<file path="config.mk">
export PLATFORM = sky130hd
export DESIGN_NAME = instr_packer
export DESIGN_NICKNAME = d
export VERILOG_FILES = /design/src/rtl/instr_packer.sv
export SDC_FILE = /design/constraint.sdc
export NUM_CORES = 1
export LEC_CHECK = 0
export BUFFER_PORTS_ARGS = -buffer_cell sky130_fd_sc_hd__buf_2
export CORE_UTILIZATION = 41
export DETAILED_ROUTE_END_ITERATION = 10
export SLEW_MARGIN = 5
export SYNTH_ARGS = -nofsm -noshare
export SYNTH_HDL_FRONTEND = slang
export SYNTH_SLANG_ARGS = --single-unit
</file>
<file path="constraint.sdc">
create_clock -name clk -period 3.5 [get_ports clk]
set_clock_uncertainty 0.2 [all_clocks]
set_input_delay 0.875 -clock clk [delete_from_list [all_inputs] [get_ports clk]]
set_output_delay 0.875 -clock clk [all_outputs]
set_load 0.1 [all_outputs]
</file>
<file path="src/rtl/instr_packer.sv">
// instr_packer
//   Packs opcode + operand (register index or imm5) into a 9-bit instruction
//   word, buffers words in a small registered FIFO and streams them into
//   instruction memory at auto-incrementing addresses starting at base_addr.
//
//   Instruction word: instr[8:5] = opcode
//                     instr[4:0] = in_sel ? in_imm[4:0] : {2'b00, in_reg}
//
//   Handshakes (both ports use the same rule): a transfer happens on a rising
//   clock edge where valid and ready are both high. in_valid/in_ready moves a
//   word into the FIFO; mem_we/mem_ready moves the FIFO head into memory.
//   Neither side's ready is allowed to depend on its own valid.
//
//   Optional feature macro: INSTR_PACKER_IMM_CHECK_EN
//     defined   -> immediates with in_imm[7:5] != 0 set the sticky err_imm flag
//                  (the word is still written, truncated to imm5)
//     undefined -> no range check, err_imm is tied low
//
//   state_dbg exposes the FSM state (0 IDLE, 1 RUN, 2 FLUSH).

module instr_packer #(
    parameter int DEPTH  = 4,
    parameter int ADDR_W = 8
) (
    input  logic                       clk,
    input  logic                       rst_n,
    input  logic                       start,
    input  logic [ADDR_W-1:0]          base_addr,
    input  logic                       in_valid,
    output logic                       in_ready,
    input  logic [3:0]                 in_opcode,
    input  logic                       in_sel,
    input  logic [2:0]                 in_reg,
    input  logic [7:0]                 in_imm,
    input  logic                       in_last,
    output logic                       mem_we,
    output logic [ADDR_W-1:0]          mem_addr,
    output logic [8:0]                 mem_wdata,
    input  logic                       mem_ready,
    output logic [$clog2(DEPTH):0]     fifo_count,
    output logic                       wrapped,
    output logic                       done,
    output logic                       err_imm,
    output logic [1:0]                 state_dbg
);

    localparam int PTR_W = $clog2(DEPTH);
    localparam int CNT_W = PTR_W + 1;

    typedef enum logic [1:0] {
        IDLE  = 2'd0,
        RUN   = 2'd1,
        FLUSH = 2'd2
    } state_t;

    state_t state, state_nxt;

    // FIFO entry: {last, instr[8:0]}
    logic [9:0]       fifo_mem [DEPTH];
    logic [PTR_W:0]   wr_ptr;
    logic [PTR_W:0]   rd_ptr;
    logic [CNT_W-1:0] count;
    logic             full;
    logic             empty;
    logic             push;
    logic             pop;
    logic             start_take;
    logic [9:0]       head;
    logic             head_last;
    logic [8:0]       packed_word;

    assign count      = wr_ptr - rd_ptr;
    assign full       = (count == CNT_W'(DEPTH));
    assign empty      = (count == '0);
    assign push       = in_valid && in_ready;
    assign pop        = mem_we && mem_ready;
    assign start_take = (state == IDLE) && start;
    assign head       = fifo_mem[rd_ptr[PTR_W-1:0]];
    assign head_last  = head[9];
    assign packed_word = {in_opcode, (in_sel ? in_imm[4:0] : {2'b00, in_reg})};

    assign mem_wdata  = head[8:0];
    assign fifo_count = count;
    assign state_dbg  = state;

    // FSM state register
    always_ff @(posedge clk or negedge rst_n) begin
        if (!rst_n) state <= IDLE;
        else        state <= state_nxt;
    end

    // FSM next-state: a program runs from start to the write of its last word
    always_comb begin
        state_nxt = state;
        case (state)
            IDLE:    if (start) state_nxt = RUN;
            RUN:     if (push && in_last) state_nxt = FLUSH;
            FLUSH:   if (pop && head_last) state_nxt = IDLE;
            default: state_nxt = IDLE;
        endcase
    end

    // FSM outputs: accept only while running with space, write whenever buffered
    always_comb begin
        in_ready = (state == RUN) && !full;
        mem_we   = !empty && (state != IDLE);
    end

    // FIFO storage and pointers; start discards anything left over
    always_ff @(posedge clk or negedge rst_n) begin
        if (!rst_n) begin
            wr_ptr <= '0;
            rd_ptr <= '0;
            for (int i = 0; i < DEPTH; i++) fifo_mem[i] <= '0;
        end else if (start_take) begin
            wr_ptr <= '0;
            rd_ptr <= '0;
        end else begin
            if (push) begin
                fifo_mem[wr_ptr[PTR_W-1:0]] <= {in_last, packed_word};
                wr_ptr <= wr_ptr + 1'b1;
            end
            if (pop) rd_ptr <= rd_ptr + 1'b1;
        end
    end

    // Write address counter and sticky wrap flag
    always_ff @(posedge clk or negedge rst_n) begin
        if (!rst_n) begin
            mem_addr <= '0;
            wrapped  <= 1'b0;
        end else if (start_take) begin
            mem_addr <= base_addr;
            wrapped  <= 1'b0;
        end else if (pop) begin
            mem_addr <= mem_addr + 1'b1;
            if (mem_addr == {ADDR_W{1'b1}}) wrapped <= 1'b1;
        end
    end

    // One-cycle completion pulse after the last word has been written
    always_ff @(posedge clk or negedge rst_n) begin
        if (!rst_n) done <= 1'b0;
        else        done <= pop && head_last;
    end

`ifdef INSTR_PACKER_IMM_CHECK_EN
    // Sticky flag for accepted immediates that do not fit in imm5
    always_ff @(posedge clk or negedge rst_n) begin
        if (!rst_n)                                  err_imm <= 1'b0;
        else if (start_take)                         err_imm <= 1'b0;
        else if (push && in_sel && (|in_imm[7:5]))   err_imm <= 1'b1;
    end
`else
    // Upper immediate bits are silently truncated in this build
    logic unused_imm_hi;
    assign unused_imm_hi = ^in_imm[7:5];
    assign err_imm       = 1'b0;
`endif

endmodule
</file>
Word level (Yosys, flattened, before mapping)
Cells that the tools add are included.
W data, S select, Z words.
{ "totals": {"out_inout_bits": 27, "wordCells": 66, "in_bits": 30, "regBits": 58} }
{ "classes": {"n_eq_ne": 7, "bitwise_logic": 3, "n_lt_le_gt_ge": 3, "n_reduce_logical": 19, "add_sub_neg": 4, "muxes": 20} }
{ "ops": {"columns": ["cell", "count"], "rows": [
  ["$bwmux W40", 1],
  ["$mux W10", 3],
  ["$bmux W10 S2", 1],
  ["$demux W10 S2", 1],
  ["$mux W8", 2],
  ["$mux W3", 4],
  ["$add A8 B1 Y8 const B", 1],
  ["$eq A8 B8 Y1 const B", 1],
  ["$logic_and A1 B1 Y1", 8],
  ["$reduce_bool A2 Y1", 4],
  ["$add A3 B1 Y3 const B", 2],
  ["$ge A3 B3 Y1 const B", 2],
  ["$mux W2", 3],
  ["$ne A2 B2 Y1 const B", 3],
  ["$not A2 Y3", 2],
  ["$pmux W2 S3", 1],
  ["$mux W5", 1],
  ["$reduce_and A2 Y1", 2],
  ["$eq A3 B3 Y1 const B", 1],
  ["$logic_not A3 Y1", 1],
  ["$lt A3 B1 Y1 const B", 1],
  ["$mux W1", 3],
  ["$reduce_and A3 Y1", 1],
  ["$sub A3 B3 Y3", 1],
  ["other kinds (5)", 6]
]} }

Logic depth before layout (Yosys ltp)
Gate-level depths: netlist of the first run.
{ "logic_depth": {"word_depth": 8, "mapped_depth": 9, "ltp_nobuf": 7} }

Least setup slack after synthesis of the first run
No wires, ideal clock.
{ "synth_timing": {"path_kind": "register to output", "startpoint": "reg wr_ptr[0]", "endpoint": "out in_ready", "path_buffers": 0, "setup_slack_ns": -0.735, "path_stages_with_launch": 6, "arrival_time_ns": 3.160, "path_cell_list": "dfrtp_1 -> inv_1 -> ha_1 -> fa_1 -> xor3_4 -> a21oi_1"} }
{ "synth_between": {"elab_chain_cells": 4} }
{ "synth_lines": {"columns": ["item", "line", "source"], "rows": [
  ["start: declaration", "60", "logic [PTR_W:0] wr_ptr;"],
  ["start signal: assignment", "121", "wr_ptr <= wr_ptr + 1'b1;"],
  ["$sub A3 B3 Y3", "72", "assign count = wr_ptr - rd_ptr;"],
  ["via fifo_count[2]", "40", "output logic [$clog2(DEPTH):0] fifo_count,"],
  ["$eq A3 B3 Y1", "73", "assign full = (count == CNT_W'(DEPTH));"],
  ["$logic_not A1 Y1", "105", "in_ready = (state == RUN) && !full;"],
  ["$logic_and A1 B1 Y1", "105", null],
  ["end: declaration", "30", "output logic in_ready,"]
]} }
The timed path passes the listed nets, and every way through them passes these cells.

Worst setup path in the final report of the first run
{ "layout_timing": {"startpoint": "reg wr_ptr[0]", "endpoint": "out in_ready"} }
{ "layout_between": {"elab_chain_cells": 4} }
{ "layout_lines": {"columns": ["item", "line"], "rows": [
  ["$sub A3 B3 Y3", "72"],
  ["$eq A3 B3 Y1", "73"],
  ["$logic_not A1 Y1", "105"],
  ["$logic_and A1 B1 Y1", "105"]
]} }
Every way passes these cells.

==> impl_summary.md, run 1 <==
Run
Max-cap violations in this run came to 0.

Synth
The net count after synthesis is 283. Yosys printed 0 warnings. By area the synthesized netlist is led by sky130_fd_sc_hd__dfrtp_1 51%, sky130_fd_sc_hd__mux2_2 8.3%, sky130_fd_sc_hd__mux4_2 7.9%. Of the synthesized area, sequential elements account for 50.79%. The most used flip-flop cell after synthesis is sky130_fd_sc_hd__dfrtp_1. Sorting the synthesized cells by how often they occur yields 58 x sky130_fd_sc_hd__dfrtp_1, 24 x sky130_fd_sc_hd__nor2_1, 21 x sky130_fd_sc_hd__mux2_2.

The fraction of synthesized cell area taken by the top area cell type is between 50% and 60%. The instance count of the mapped netlist is 245. Yosys instantiated no cell more often than sky130_fd_sc_hd__dfrtp_1.

The biggest area consumer among synthesized cells is sky130_fd_sc_hd__dfrtp_1. The summed instance area of the synthesized netlist is around 2900 µm². The synthesized netlist contains 34 unique library cells.

The share of flip-flops with an asynchronous set or reset is 100.0%. The synthesized design contains 0 enable-type register cells. The average instance area after synthesis is 11.66 µm². In this run, synthesis produced a sequential element count of 58.

GRT
The largest net degree at the start of global routing is 34. The initial antenna violation count is 0. The total overflow reported by the global router is 0.

The total routing resource utilization after global routing is between 15 and 20%. The wire length of the first global-routing pass is 9887 µm. The number of global-route vias before repair was 2085.

Placement
OpenSTA, run right after detailed placement, puts the worst setup slack at between 0.2 and 0.3 ns. The count of port buffers added during placement is 52. The number of placed instances, taps included, is 373.

At the end of routability-driven placement, the weighted congestion stood at 0.7574. The wire-length estimate of the detail-placed layout is ~4000 µm.

STA
At the pin with the least slew margin, the transition time is ~0.74 ns. The worst hold slack after final layout is slightly above 0.3 ns. The post-layout minimum cycle time is between 3 and 4 ns. The setup slack of the critical path after layout is 0.08412 ns. Based on the critical path, the design can be clocked at up to 0.2928 GHz. The final count of negative-setup-slack endpoints is 0. In this run the tightest slew margin relative to its limit is 50.51%.

The period utilization is a little over nine tenths. After routing, the total negative slack on setup checks comes to 0 ns. The number of failing hold endpoints at the final stage came to 0. The final max-slew violation count was 0.

Die
After floorplanning, the core was divided into 30 placement rows. In this run the standard cell core region covers 6756 µm². The die extent in x is approximately 85 µm. The boundary pin count is between 50 and 60. In this run the vertical extent of the chip is 85.49 µm. The die area is 7308 µm². Once the floorplan was initialized, standard cells occupied between 40% and 50% of the core.

Outcome
The run finished with clean final reports.

Critical path
The startpoint-to-endpoint class of the critical path is flip-flop to output port. STA puts the critical path data required time at 2.42 ns. The kind of start point of the critical path is a flip-flop. The largest driver fanout on the critical path is 6. STA classifies the critical path endpoint as an output port. At the worst endpoint, the arrival time is about 2.3 ns.

Clock tree
Clock tree synthesis selected as its root buffer the cell sky130_fd_sc_hd__clkbuf_8. Counting the buffers created by CTS gives 9. Buffers inserted to repair hold after CTS numbered 0. Clock-pin slew was measured on the worst setup and hold paths at 0.07 ns. The CTS tree is yes. The longest clock path from root to sink contains 2 buffers. For the worst-skew pair, the clock arrives at the later sink with an insertion delay of 0.33 ns. The sink count of the clock tree is 58. The H-tree was split into 3 levels.

Routing
The first TritonRoute pass finished after 4 iterations. Wires add up to 5839 µm. In this run the remaining antenna-violating nets after routing total 0. The detailed-route vias per instance is approximately 5.2.

The average routed wire per standard cell is ~15 µm. The detailed-route DRC error count is 0. Summing over every cut layer, the via total after detailed routing is 2046. The number of violations reported at the end of detailed-routing iteration 0 is 89.

Min path
The worst min-delay path category is flip-flop to flip-flop.

Final layout
The area growth from synthesis to layout is 23.47%. The repair_antennas step left the layout with diodes totalling 0. The ratio of cells with drive above 1 in the final layout is between 30% and 40%.

The count of filler cells inserted in the layout is between 600 and 700. Excluding fillers, the count of instances in the completed layout stands at 393. For this run, the post-layout net count is ~350.
[kinds of logic (layout without fill, tap and decap cells)]
| family | count (synthesis) | in the layout | share of synthesized area (%) |
|---|---|---|---|
| compound gates | 43 | 43 | 10.77 |
| fa+ha+maj | 8 | 8 | 3.765 |
| mux | 36 | 36 | 17.91 |
| xor+xnor | 4 | 4 | 1.883 |
| other cells | 1 | 1 | 0.1312 |
| simple gates | 69 | 69 | 10.99 |
| buf+inv | 26 | 94 | 3.765 |
| flops | 58 | 58 | 50.79 |
[worst max-delay path, cell delays in order, from the launching register on]
cell and delay (ns):
sky130_fd_sc_hd__dfrtp_1 0.40, sky130_fd_sc_hd__inv_2 0.07, sky130_fd_sc_hd__ha_1 0.21, sky130_fd_sc_hd__fa_1 0.39, sky130_fd_sc_hd__xor3_4 0.54, sky130_fd_sc_hd__a21oi_4 0.21, sky130_fd_sc_hd__buf_12 0.19
[path summary, 6_finish.rpt]
check | startpoint | to | slack, ns | cells after the start
max | wr_ptr[0] | in_ready | 0.08 | 6
max reg2reg | wr_ptr[0] | fifo_mem[7] | 0.51 | 7
max in group asynchronous | rst_n | fifo_mem[21] | 2.01 | 2
min reg2reg | fifo_mem[17] | fifo_mem[17] | 0.30 | 1
min in group asynchronous | rst_n | mem_addr[2] | 0.41 | 1
min | fifo_mem[17] | fifo_mem[17] | 0.30 | 1
[per-layer routing]
metal	track usage, %	wire [µm]
met5	0	0
met4	9.394	90
met3	4.086	178
met2	28.87	2825
met1	22.76	2745
[metrics by stage]
step / util [%] / instance area [µm²]
after global placement: 48.43 / 3272
final: 52.22 / 3528
after global routing: 52.22 / 3528
after CTS: 51.48 / 3478
after detailed placement: 48.43 / 3272
after floorplan: - / 2877
[sequential cells by signal (all words and copies together) (netlist names)]
signal	count
fifo_mem	40
mem_addr	8
rd_ptr	3
wr_ptr	3
state_dbg	2
done	1
wrapped	1
[repair_timing]
action	4_1_cts	5_1_grt
buffers inserted	0	5
resized for setup	1	5
endpoints found under the hold margin	0	0
setup endpoints to repair	1	2
pin swaps	0	2
[area by class of cell]
| type | instances | area (µm²) | share of cell area [%] |
|---|---|---|---|
| inverter | 14 | 52.55 | 1.489 |
| sequential | 58 | 1451 | 41.13 |
| multi-input combinational | 161 | 1326 | 37.59 |
| clock inverter | 2 | 35.03 | 0.9929 |
| clock buffer | 13 | 168.9 | 4.787 |
| timing repair buffer | 65 | 394.1 | 11.17 |
| tap | 80 | 100.1 | 2.837 |
[layout by cell type, fill, tap and decap left out, types with 2 or more instances in the layout]
master / instances
sky130_fd_sc_hd__mux2i_1: 5
sky130_fd_sc_hd__buf_2: 49
sky130_fd_sc_hd__or3_1: 2
sky130_fd_sc_hd__xnor2_1: 3
sky130_fd_sc_hd__nand3_1: 14
sky130_fd_sc_hd__a31oi_1: 3
sky130_fd_sc_hd__mux2_2: 21
sky130_fd_sc_hd__or4_1: 4
sky130_fd_sc_hd__and2_1: 2
sky130_fd_sc_hd__nand2b_1: 2
sky130_fd_sc_hd__o21ai_0: 11
sky130_fd_sc_hd__nor2_1: 22
sky130_fd_sc_hd__buf_4: 13
sky130_fd_sc_hd__dfrtp_1: 58
sky130_fd_sc_hd__nand2_1: 18
sky130_fd_sc_hd__clkbuf_8: 12
sky130_fd_sc_hd__nor2_4: 2
sky130_fd_sc_hd__inv_1: 13
sky130_fd_sc_hd__mux4_2: 10
sky130_fd_sc_hd__o311ai_0: 3
sky130_fd_sc_hd__a21oi_1: 16
sky130_fd_sc_hd__a211oi_4: 3
sky130_fd_sc_hd__buf_12: 2
sky130_fd_sc_hd__ha_1: 7
Power of run 1 is not shown: default switching activity piles up to over one toggle a cycle in this logic, so the estimate is an artifact.
==> inputs of run 2 (changes only) <==
BUFFER_PORTS_ARGS = -buffer_cell sky130_fd_sc_hd__clkbuf_2   (was -buffer_cell sky130_fd_sc_hd__buf_2)
==> impl_summary.md, run 2 (same netlist as run 1, synthesis figures left out) <==
Outcome
The run finished with clean final reports.

GRT
The number of global-route vias before repair came to 1982. The total overflow reported by the global router is 0. The largest net degree at the start of global routing is approximately 60. The initial antenna violation count is 0. In the global route stage, overall resource usage came out at between 10% and 20%. The first global-routing pass estimated roughly 10000 µm of wire.

Final layout
The net count of the finished layout is around 340. Once layout is complete, the utilization of the core stands at approximately 52%. The area growth from synthesis to layout is 23.34%. The register with the most flip-flops in the final layout is fifo_mem. The number of antenna diodes in the final layout is 0. The largest registers in the layout are fifo_mem: 40 flops, mem_addr: 8 flops. The finished cells cover 3525 µm².

Leaving out fill and tap cells, the most frequent cell in the layout is sky130_fd_sc_hd__dfrtp_1. The top cell types in the final layout, fill and taps aside, are 58 x sky130_fd_sc_hd__dfrtp_1, 48 x sky130_fd_sc_hd__clkbuf_2, 22 x sky130_fd_sc_hd__nor2_1. The register with the most flip-flops in the layout has 40 of them. The ratio of cells with drive above 1 in the final layout is between 30% and 40%.

Placement
The worst slack at placement is roughly 0.42 ns. The routability-driven placement congestion ratio is between 0.7 and 0.8. Summing all placed instances gives a cell area of between 3000 and 4000 µm². Buffers placed on the I/O ports in this run total 52. Summed over all nets, the half-perimeter wirelength after detailed placement is 4002 µm.

Clock tree
The H-tree was split into 3 levels. Clock tree synthesis found a total of 58 sinks. TritonCTS built the clock tree.

The clock transition at the registers of the reported paths is ~0.06 ns. The number of buffers created by CTS is 9. For the worst-skew pair, the clock arrives at the later sink with an insertion delay of around 0.33 ns.

The longest clock path from root to sink contains 2 buffers. The CTS root buffer is sky130_fd_sc_hd__clkbuf_8.

STA
At the pin with the least slew margin, the transition time is 0.5586 ns. The number of failing hold endpoints at the final stage is 0. The maximum achievable frequency is 0.2925 GHz. The worst hold slack after final layout is around 0.3 ns. The final max-slew violation count was 0. In this run the tightest slew margin relative to its limit is 62.76%. The period utilization is 97.67%.

The final count of negative-setup-slack endpoints is 0. The setup slack of the critical path after layout is between 0.08 and 0.09 ns. For the finished layout, the period the worst path requires is roughly 3.4 ns.

Die
The effective utilization at floorplan is between 40 and 50%. The floorplan step set the die width to around 85 µm. The core region is just under 7000 µm².

The die area is approximately 7300 µm². The y dimension of the die is roughly 85 µm. The boundary pin count is 57. The number of placement rows is 30.

Routing
After the first detailed-routing iteration, the DRC count stood at 84. The first-pass detailed-route iteration total is 4. After detailed routing, the number of remaining DRC violations is 0. The wire length after detailed routing is ~6000 µm. The average routed wire per standard cell is about 15 µm.

The detailed-route vias per instance is approximately 5.2. Across all layers, the routed design uses slightly above 2000 vias. The count of nets left with antenna violations once routing finished came out at 0.

Critical path
Of all nets on the critical path, the largest fanout is 6. Data on the critical path is required at its endpoint by between 2 and 2.5 ns. The number of cells on the worst reg-to-reg path is 8. Data on the critical path arrives at its endpoint at about 2.3 ns.

The worst setup path is captured at an output port. The kind of start point of the critical path is a flip-flop. The endpoint identified for the worst register-to-register timing path is fifo_mem[19]. The startpoint-to-endpoint class of the critical path is flip-flop to output port. The startpoint of the worst-slack reg-to-reg timing path is wr_ptr[0].

Setup slack on the worst reg-to-reg path comes out at roughly 0.56 ns.

Min path
The hold-critical path depth is 1. The worst min-delay path category is flip-flop to flip-flop. The origin of the worst min-delay path is fifo_mem[8].

The hold path endpoint is fifo_mem[8].

Run
Max-cap violations in this run came to 0.
-- run 2: cell types whose count changed in the layout (fill, tap and decap cells not counted), sizes merged --
cell / change
clkbuf: +47
buf: -51
clkinv: +1
-- run 2: metal layers --
layer | up-vias | GRT usage [%] | wire length [µm]
met3 | 8 | 4.086 | 198
met2 | 39 | 26.69 | 2891
met5 | - | 0 | 0
met1 | 1008 | 24.34 | 2776
met4 | 0 | 9.091 | 104
li1 | 984 | - | -
-- run 2: worst max path at each step --
stage / slack, ns / endpoint / startpoint / depth (start not counted)
global route: -0.02 / in_ready / wr_ptr[0] / 6
finish: 0.08 / in_ready / wr_ptr[0] / 6
detailed placement: 0.42 / mem_we / wr_ptr[0] / 7
global placement: 0.45 / in_ready / wr_ptr[0] / 6
floorplan: 0.17 / in_ready / wr_ptr[0] / 5
CTS: 0.05 / in_ready / wr_ptr[0] / 6
-- run 2: metrics by stage --
| stage | instances | TNS, ns |
|---|---|---|
| final | 390 | 0 |
| after global routing | 390 | -0.01578 |
| after CTS | 387 | 0 |
| after detailed placement | 372 | 0 |
| after global placement | 372 | 0 |
| after floorplan | 245 | 0 |
-- run 2: what timing repair did --
item,CTS,global route
setup endpoints to repair,0,2
endpoints found under the hold margin,0,0
gates resized for setup,0,3
hold buffers,0,0
buffers inserted,0,3
-- run 2: cell type report --
| class | instances | area [µm²] |
|---|---|---|
| Fill cell | 609 | 3232 |
| Timing Repair Buffer | 62 | 407.9 |
| Multi-Input combinational cell | 161 | 1328 |
| Inverter | 14 | 52.55 |
| Sequential cell | 58 | 1451 |
| Tap cell | 80 | 100.1 |
| Clock inverter | 3 | 40.04 |
| Clock buffer | 12 | 145.1 |
-- run 2: critical path, stage by stage (launching register included) --
cell and delay, ns:
sky130_fd_sc_hd__dfrtp_1 0.39, sky130_fd_sc_hd__inv_1 0.10, sky130_fd_sc_hd__ha_1 0.22, sky130_fd_sc_hd__fa_2 0.35, sky130_fd_sc_hd__xor3_4 0.54, sky130_fd_sc_hd__a21oi_4 0.22, sky130_fd_sc_hd__buf_12 0.20
Power of run 2 is left out for the same reason.
==> inputs of run 3 (changes only) <==
CORE_ASPECT_RATIO = 1.4   (was unset)
REMOVE_ABC_BUFFERS = 1   (was unset)
==> impl_summary.md, run 3 (same netlist as run 1, synthesis figures left out) <==
STA
The period utilization is about 96%. The number of failing hold endpoints at the final stage was 0. The slew at the pin with the worst max-slew slack is 0.5523 ns. Setup repair after global routing left no endpoint under its margin. Measured against its own limit, the worst slew margin works out to roughly 63%. The final max-slew violation count was 0. The worst path in the final design needs a cycle of ~3.4 ns, including I/O delays and setup. Static timing analysis puts the maximum clock frequency at 0.2975 GHz. The final count of negative-setup-slack endpoints is 0.

GRT
Global routing used under 10% of the available met3 tracks. Entering global routing, the biggest net connects 26 pins. The wire length of the first global-routing pass is around 10000 µm.

The number of global-route vias before repair is 2145. In this run the most used layer during global routing was met2. The met1 global-route usage is about a quarter. The initial antenna violation count was 0. For this run the aggregate overflow at the end of global routing stands at 0. The total routing resource utilization after global routing is roughly a fifth. Global routing consumed, on the met2 layer, ~32% of the routing resources.

Placement
The count of port buffers added during placement is 52. The routability-driven placement congestion ratio is between 0.7 and 0.8. The HPWL after detailed placement is 4290 µm.

The area of placed instances is about 3300 µm².

Die
The die area is about 7300 µm². The core region area is roughly 6700 µm². For this design the top-level I/O count stands at 57. The y dimension of the die is about 100 µm. The effective utilization at floorplan is 42.93%. In this run the horizontal extent of the chip is 72.56 µm. The number of placement rows is 35.

Final layout
The library cell used most frequently in the layout, excluding fill and tap cells, is sky130_fd_sc_hd__dfrtp_1. The final layout contains approximately 340 nets. The number of antenna diodes in the final layout is 0. The area growth from synthesis to layout is 23.07%.

The count of filler cells inserted in the layout is 615. The flip-flop count of the largest register after layout is 40. The largest registers in the layout are fifo_mem: 40 flops, mem_addr: 8 flops. More flip-flops sit in one register than any other, and that register is fifo_mem. In the final layout, the share of cells above drive strength 1 is between 30% and 40%. The summed area of non-filler cells in the final layout is around 3500 µm². In the layout the commonest cells are 58 x sky130_fd_sc_hd__dfrtp_1, 48 x sky130_fd_sc_hd__clkbuf_2, 24 x sky130_fd_sc_hd__nor2_1.

Min path
The hold-critical path depth is 1. For hold timing, the worst endpoint is fifo_mem[15]. The worst min-delay path category is flip-flop to flip-flop. The origin of the worst min-delay path is fifo_mem[15].

Critical path
The required time of the critical path is approximately 2.4 ns. Measured in cells, the most critical reg-to-reg path has a length of 8. The worst stage delay on the critical path is between 0.4 and 0.5 ns. In this run the critical register-to-register path is captured at fifo_mem[7].

The kind of start point of the critical path is a flip-flop. Across all register-to-register paths, the minimum setup slack is roughly 0.67 ns. The largest individual stage delay along the critical path comes from the cell sky130_fd_sc_hd__fa_1. In this run the worst setup path begins at wr_ptr[0].

The largest driver fanout on the critical path is 5. STA classifies the critical path endpoint as an output port. Walking the worst path, the cells encountered are inv_1 -> ha_1 -> fa_1 -> and2_2 -> a21oi_2 -> buf_12. The startpoint of the worst-slack reg-to-reg timing path is wr_ptr[0].

The critical path in this run is classified as flip-flop to output port. STA puts the critical path data arrival time at between 2 and 2.5 ns.

Routing
The detailed router finished its first iteration with approximately 110 violations. After detailed routing, the total wire length is a little over 6000 µm. The total via count after detailed routing is ~2100. The detailed-route DRC error count is 0. The first-pass detailed-route iteration total is 4. The detailed-route vias per instance is ~5.1.

The detail route stage leaves a number of antenna-violating nets equal to 0. Dividing the detail-routed wire length by the instance count gives between 15 and 20 µm.

Outcome
The run finished with clean final reports.

Clock tree
The H-tree depth is 3. For the worst-skew pair, the clock arrives at the later sink with an insertion delay of 0.33 ns. Clock-pin slew was measured on the worst setup and hold paths at about 0.060 ns.

The tree is rooted in a sky130_fd_sc_hd__clkbuf_8. TritonCTS built the clock tree. The sink count of the clock tree is 58.

The number of buffers created by CTS is 9. Post-CTS timing repair inserted 0 buffers for setup. The maximum number of buffers from clock root to sink is 2.

Run
The number of max-cap violations is 0.
[run 3: cell type report]
| cell class | count | area [µm²] | share of cell area [%] |
|---|---|---|---|
| clock buffers | 9 | 123.9 | 3.522 |
| clock inverters | 6 | 82.58 | 2.348 |
| multi-input cells | 161 | 1304 | 37.07 |
| flip-flops and latches | 58 | 1451 | 41.27 |
| repair buffers | 61 | 387.9 | 11.03 |
| well taps | 92 | 115.1 | 3.273 |
| inverters | 14 | 52.55 | 1.494 |
[run 3: per-layer routing]
layer / share of wire [%] / vias to the layer above / wire length (µm)
met2: 51 / 46 / 3092
met1: 44 / 1012 / 2674
met4: 1.9 / 0 / 115
met3: 3.7 / 10 / 223
li1: - / 982 / -
met5: 0 / - / 0
[run 3: worst max-delay path by stage]
stage                           to  slack (ns)  depth (start not counted)
final                     in_ready        0.14                          6
after global routing      in_ready        0.02                          6
after CTS                 in_ready        0.06                          6
after detailed placement  in_ready        0.34                          6
after global placement    in_ready        0.37                          6
after floorplan           in_ready       -0.94                          4
[run 3: worst max-delay path: cells and delay by family (launching register included)]
| kind | cells | cell delay (ns) |
|---|---|---|
| adders and majority gates | 2 | 0.70 |
| DFF | 1 | 0.40 |
| and+or+nand+nor | 1 | 0.30 |
| buffers and inverters | 2 | 0.31 |
| AOI/OAI and AO/OA | 1 | 0.24 |
[run 3: stage by stage]
stage                     hold slack [ns]  setup WS (ns)  TNS [ns]  util (%)  instances
after detailed placement           0.2913         0.3402         0     49.66        386
final                              0.3000         0.1392         0     52.84        401
after CTS                          0.3067        0.06268         0     52.82        401
after global routing               0.3196        0.02265         0     52.84        401
after global placement             0.2850         0.3699         0     49.66        386
after floorplan                    0.2726        -0.9408    -4.611         -        233
[run 3: what timing repair did]
action | 4_1_cts | 5_1_grt
gates resized for setup | 1 | 1
endpoints found under the setup margin | 1 | 1
pin swaps | 0 | 0
hold buffers | 0 | 0
Power of run 3 is left out for the same reason.
